===== config.mk =====
export PLATFORM = sky130hd
export DESIGN_NAME = uop_block_sched
export DESIGN_NICKNAME = d
export VERILOG_FILES = /design/src/rtl/uop_block_sched_pkg.sv /design/src/rtl/uop_block_sched_rr_arbiter.sv /design/src/rtl/uop_block_sched.sv
export SDC_FILE = /design/constraint.sdc
export NUM_CORES = 1
export LEC_CHECK = 0
export ABC_AREA = 0
export CELL_PAD_IN_SITES_DETAIL_PLACEMENT = 1
export CELL_PAD_IN_SITES_GLOBAL_PLACEMENT = 1
export CORE_ASPECT_RATIO = 0.5
export CORE_MARGIN = 4
export CORE_UTILIZATION = 14
export CTS_BUF_LIST = sky130_fd_sc_hd__clkbuf_8
export CTS_CLUSTER_DIAMETER = 200
export DETAILED_ROUTE_END_ITERATION = 10
export PLACE_DENSITY = 0.84
export SKIP_CTS_REPAIR_TIMING = 1
export SLEW_MARGIN = 20
export SYNTH_ARGS = -nofsm -noshare
export SYNTH_HDL_FRONTEND = slang
export SYNTH_SLANG_ARGS = --single-unit

===== constraint.sdc =====
create_clock -name clk -period 3.35 [get_ports clk]
set_input_delay 0.67 -clock clk [delete_from_list [all_inputs] [get_ports clk]]
set_output_delay 0.67 -clock clk [all_outputs]
set_load 0.05 [all_outputs]

===== src/rtl/uop_block_sched_pkg.sv =====
// Shared types and helpers for the uop_block_sched requester/datapath scheduler.
package uop_block_sched_pkg;

   // Widest requester ID supported (NREQ up to 16).
   localparam int unsigned SchedIdWMax = 4;

   function automatic int unsigned id_width(input int unsigned n);
      return (n > 1) ? $clog2(n) : 1;
   endfunction

   typedef struct packed {
      logic                   v;
      logic [SchedIdWMax-1:0] id;
   } sched_tag_t;

endpackage


===== src/rtl/uop_block_sched_rr_arbiter.sv =====
// Round-robin arbiter: searches from the pointer upward and advances past each accepted grant.
module rr_arbiter
   import uop_block_sched_pkg::*;
#(
   parameter  int unsigned N  = 4,
   localparam int unsigned IW = id_width(N)
) (
   input  logic          clk,
   input  logic          rst_n,
   input  logic [N-1:0]  req,
   input  logic          advance,
   output logic [N-1:0]  grant_oh,
   output logic [IW-1:0] grant_idx
);

   logic [IW-1:0] ptr_q, ptr_d;
   logic          found;
   int unsigned   idx;

   always_comb begin
      grant_oh  = '0;
      grant_idx = '0;
      found     = 1'b0;
      idx       = 0;
      for (int unsigned off = 0; off < N; off++) begin
         idx = (32'(ptr_q) + off) % N;
         if (!found && req[idx[IW-1:0]]) begin
            found                  = 1'b1;
            grant_idx              = idx[IW-1:0];
            grant_oh[idx[IW-1:0]]  = 1'b1;
         end
      end
   end

   always_comb begin
      ptr_d = ptr_q;
      if (advance) begin
         ptr_d = (grant_idx == IW'(N - 1)) ? '0 : grant_idx + 1'b1;
      end
   end

   always_ff @(posedge clk or negedge rst_n) begin
      if (!rst_n) begin
         ptr_q <= '0;
      end else begin
         ptr_q <= ptr_d;
      end
   end

endmodule


===== src/rtl/uop_block_sched.sv =====
// Shares one fixed-latency datapath among NREQ requesters and steers tagged results back.
module uop_block_sched
   import uop_block_sched_pkg::*;
#(
   parameter  int unsigned NREQ    = 4,
   parameter  int unsigned W       = 64,
   parameter  int unsigned LAT     = 2,
   parameter  int unsigned MAX_OUT = 2,
   localparam int unsigned IDW     = id_width(NREQ),
   localparam int unsigned SW      = $clog2(W),
   localparam int unsigned CW      = $clog2(MAX_OUT + 1)
) (
   input  logic               clk,
   input  logic               rst_n,
   input  logic [NREQ-1:0]    req_valid_i,
   input  logic [NREQ*W-1:0]  req_src_i,
   input  logic [NREQ*SW-1:0] req_shamt_i,
   output logic [NREQ-1:0]    req_ready_o,
   input  logic               flush_i,
   output logic [W-1:0]       dp_src_o,
   output logic [SW-1:0]      dp_shamt_o,
   output logic               dp_valid_o,
   input  logic [W-1:0]       dp_dst_i,
   output logic               rsp_valid_o,
   output logic [IDW-1:0]     rsp_id_o,
   output logic [W-1:0]       rsp_data_o,
   output logic [CW-1:0]      inflight_o
);

   logic [NREQ-1:0] grant_oh;
   logic [IDW-1:0]  grant_idx;
   logic            transfer;
   logic            retire;
   logic            room;
   sched_tag_t      tag_q [LAT];
   sched_tag_t      tag_d [LAT];
   logic [CW-1:0]   inflight_q, inflight_d;

   rr_arbiter #(
      .N (NREQ)
   ) u_arb (
      .clk       (clk),
      .rst_n     (rst_n),
      .req       (req_valid_i),
      .advance   (transfer),
      .grant_oh  (grant_oh),
      .grant_idx (grant_idx)
   );

   // A retiring op frees its credit in the same cycle, so a full pipe still issues back-to-back.
   always_comb begin
      retire      = tag_q[LAT-1].v;
      room        = (32'(inflight_q) < MAX_OUT) || retire;
      transfer    = rst_n && !flush_i && room && (|req_valid_i);
      req_ready_o = transfer ? grant_oh : '0;
      dp_valid_o  = transfer;
      dp_src_o    = transfer ? req_src_i[32'(grant_idx)*W +: W] : '0;
      dp_shamt_o  = transfer ? req_shamt_i[32'(grant_idx)*SW +: SW] : '0;
   end

   always_comb begin
      rsp_valid_o = retire && !flush_i;
      rsp_id_o    = rsp_valid_o ? IDW'(tag_q[LAT-1].id) : '0;
      rsp_data_o  = rsp_valid_o ? dp_dst_i : '0;
      inflight_o  = inflight_q;
   end

   always_comb begin
      tag_d[0].v  = transfer;
      tag_d[0].id = SchedIdWMax'(grant_idx);
      for (int unsigned k = 1; k < LAT; k++) begin
         tag_d[k] = tag_q[k-1];
      end
      if (flush_i) begin
         for (int unsigned k = 0; k < LAT; k++) begin
            tag_d[k].v = 1'b0;
         end
      end
   end

   always_comb begin
      inflight_d = inflight_q;
      if (transfer && !retire) begin
         inflight_d = inflight_q + 1'b1;
      end else if (!transfer && retire) begin
         inflight_d = inflight_q - 1'b1;
      end
      if (flush_i) begin
         inflight_d = '0;
      end
   end

   always_ff @(posedge clk or negedge rst_n) begin
      if (!rst_n) begin
         for (int unsigned k = 0; k < LAT; k++) begin
            tag_q[k] <= '0;
         end
         inflight_q <= '0;
      end else begin
         for (int unsigned k = 0; k < LAT; k++) begin
            tag_q[k] <= tag_d[k];
         end
         inflight_q <= inflight_d;
      end
   end

   a_inflight_max: assert property (@(posedge clk) disable iff (!rst_n)
      32'(inflight_q) <= MAX_OUT);
   a_inflight_nounder: assert property (@(posedge clk) disable iff (!rst_n)
      retire |-> (inflight_q != '0));

endmodule


==> results.cfg <==
[outcome]
violations = setup timing
status = complete, but fails checks

[clocking]
cts_max_level = 1
cts.sink_count = 10
clock_path_buffers = 2
clk_latency_ns = 0.25
cts_tree = yes
clkTransAtPathRegs_ns = 0.07
cts_root_buffer = clkbuf_8
cts_made_buffers = 3

[global_route]
met1_usage_pct = 24.45
grt_pass1_wl_um = 47480
grt_max_degree = 68
track_usage_pct = 21.35
grt-busiest-layer = met2
overflow = 0
use_met2_pct = 39.19
use_met3_pct = 5.594
grt_pass1_vias = 7182
antenna_found_initial = 8

[yosys]
synth-edff-count = 0
syn_nets = 868
synth_top_area_share_pct = 21.58
synth_top_cell_by_area = mux2i_1
ys_ff_latch = 10
synth_area_per_cell_um2 = 7.291
synthDistinctLibCells = 41
synth_area_mm2 = 0.003711
ys_async_sr_fraction_pct = 100.0
ys_top_cells_by_area = mux2i_1 22%, a21oi_1 20%, o32ai_1 17%
ys_warn_count = 0
seq_area_frac_synth_pct = 6.743
synth_cells = 509
dominantRegCellSynth = dfrtp_1

[timing]
finClkSkew_ns = 0.01588
fin_crit_sh_pct = 113.3
timing.final.max_slew_violations = 0
holdWs_ns = 0.3768
worst_slew_pin_slew_ns = 0.5464
setup_ws_ns = -0.4447
finalSetupViolCount = 74
fmax_mhz = 263.5
hold_viol = 0
timing.slew.headroom_pct = 63.46
setup_tns_ns = -22.89
rsz0062_at_grt = yes
fin_crit_ns = 3.795

[routing]
vias = 7400
antenna_left = 0
routed_wl_um = 43130
drcViolationCount = 0
first_pass_iters = 5
wl_per_cell_um = 29.80
via_per_inst = 5.114
drtIter0Drc = 586

[finish]
nNetsFinal = 1455
syn2layout_area_growth_pct = 273.7
fillers = 2596
fin_area_mm2 = 0.01387
final_cell_mix = 348 x clkdlybuf4s50_1, 172 x buf_12, 98 x a21oi_1
drive_gt1_share_pct = 43.84
utilization_pct = 54.06
layout.cells.non_filler = 1447
final_common_cell = clkdlybuf4s50_1

[die]
dieArea_mm2 = 0.02933
die_width_um = 238.3
rows = 41
start_util_pct = 14.47
core_area_mm2 = 0.02565
die_h_um = 123.1
io_pins = 495

[setup_path]
critPathLaunchType = flip-flop
worst_r2r_startpoint = u_arb.ptr_q[1]
crit_required_ns = 2.68
cp_max_fo = 17
reg2regPathDepth = 11
r2r_slack_ns = 0.78
end_kind = output pin
reg2reg_to = u_arb.ptr_q[1]
crit_type = reg2out
critPathArrivalTime_ns = 3.12

[power_and_ir_drop]
peakVddDrop_v = 0.0004779
power_mw = 11.25
p_leak_nw = 5.222
powerDensity_mw_per_mm2 = 811.3

[job]
drv_cap = 0

[placement]
place_inst = 1385
port-buffer-count = 494
place_congestion = 0.9256
place_area_mm2 = 0.01210
post-place-ws_ns = -0.6552
dp_hpwl_um = 29380

[min_path]
worstHoldStart = tag_d[1]
hold_path.class = reg2reg
hold_depth = 0
min_to = tag_q[1]
[worst max-delay path, cell delays in order, from the launching register on]
cell      delay (ns)
dfrtp_1         0.42
inv_4           0.06
ha_4            0.30
buf_6           0.15
mux2i_4         0.25
mux2i_4         0.12
o211ai_4        0.24
and2_4          0.30
buf_12          0.21
buf_12          0.12
mux2i_1         0.24
o32ai_2         0.14
buf_4           0.16
buf_12          0.14
[flip-flops by register name, summed over array words and instances, names as in the netlist]
name	flops
inflight_o	2
retire	1
tag_d	2
tag_q	3
u_arb.ptr_q	2
[layout make-up]
cell class / count / area [um^2] / share of cell area, %
sequential: 10 / 251.5 / 1.814
inverter: 5 / 22.52 / 0.1624
timing repair buffer: 647 / 8243 / 59.44
multi-input combinational: 429 / 4845 / 34.94
clock buffer: 4 / 55.05 / 0.3970
tap: 344 / 430.4 / 3.104
antenna: 8 / 20.02 / 0.1444
[cells in the mapped netlist, types with 2 or more instances]
library cell	number
nand2_1	7
nand3_1	2
dfrtp_1	10
a211oi_1	3
clkbuf_1	43
buf_2	13
nor2b_1	3
o211ai_2	2
ha_1	8
mux2_2	2
a22o_1	4
nor3b_1	2
nand2b_1	3
nor3_1	4
o32ai_1	70
mux2i_1	80
nor2_1	6
nand4b_1	2
inv_1	4
a21oi_1	148
xnor2_1	2
buf_8	7
and2_1	66
[cells by family (layout without fill, tap and decap cells)]
| family | count (synthesis) | count (layout) | synth area share [%] |
|---|---|---|---|
| AO/OA/AOI/OAI | 232 | 232 | 39.78 |
| AND/OR/NAND/NOR | 101 | 102 | 16.42 |
| multiplexers | 84 | 84 | 23.16 |
| buffers and inverters | 71 | 656 | 10.49 |
| flip-flops | 10 | 10 | 6.743 |
| adder cells (fa/ha/maj) | 8 | 8 | 2.697 |
| XOR/XNOR | 3 | 3 | 0.7082 |
| other | 0 | 8 | 0 |
[routing by layer]
metal  wire length, um  up-vias
li1                  -     3151
met1             16150     3695
met2             22350      411
met3              2491      137
met4              2102        6
met5                33        -
[power breakdown]
part / total, mW / switching (mW) / leakage [nW] / internal, mW
clock: 0.162 / 0.0586 / 0.0288 / 0.104
combinational: 10.9 / 5.53 / 5.07 / 5.35
sequential: 0.199 / 0.0358 / 0.121 / 0.164
[worst max-delay path by stage]
stage / start / end / slack, ns / cells past startpoint
floorplan: u_arb.ptr_q[1] / dp_src_o[16] / -0.68 / 12
detailed placement: req_valid_i[1] / dp_src_o[7] / -0.66 / 12
finish: u_arb.ptr_q[1] / dp_src_o[55] / -0.44 / 13
CTS: req_valid_i[1] / dp_src_o[7] / -0.67 / 12
global placement: req_valid_i[1] / dp_src_o[36] / -0.55 / 12
global route: u_arb.ptr_q[1] / dp_src_o[34] / -0.54 / 13
No activity file was read; power rests on OpenSTA's default activity.
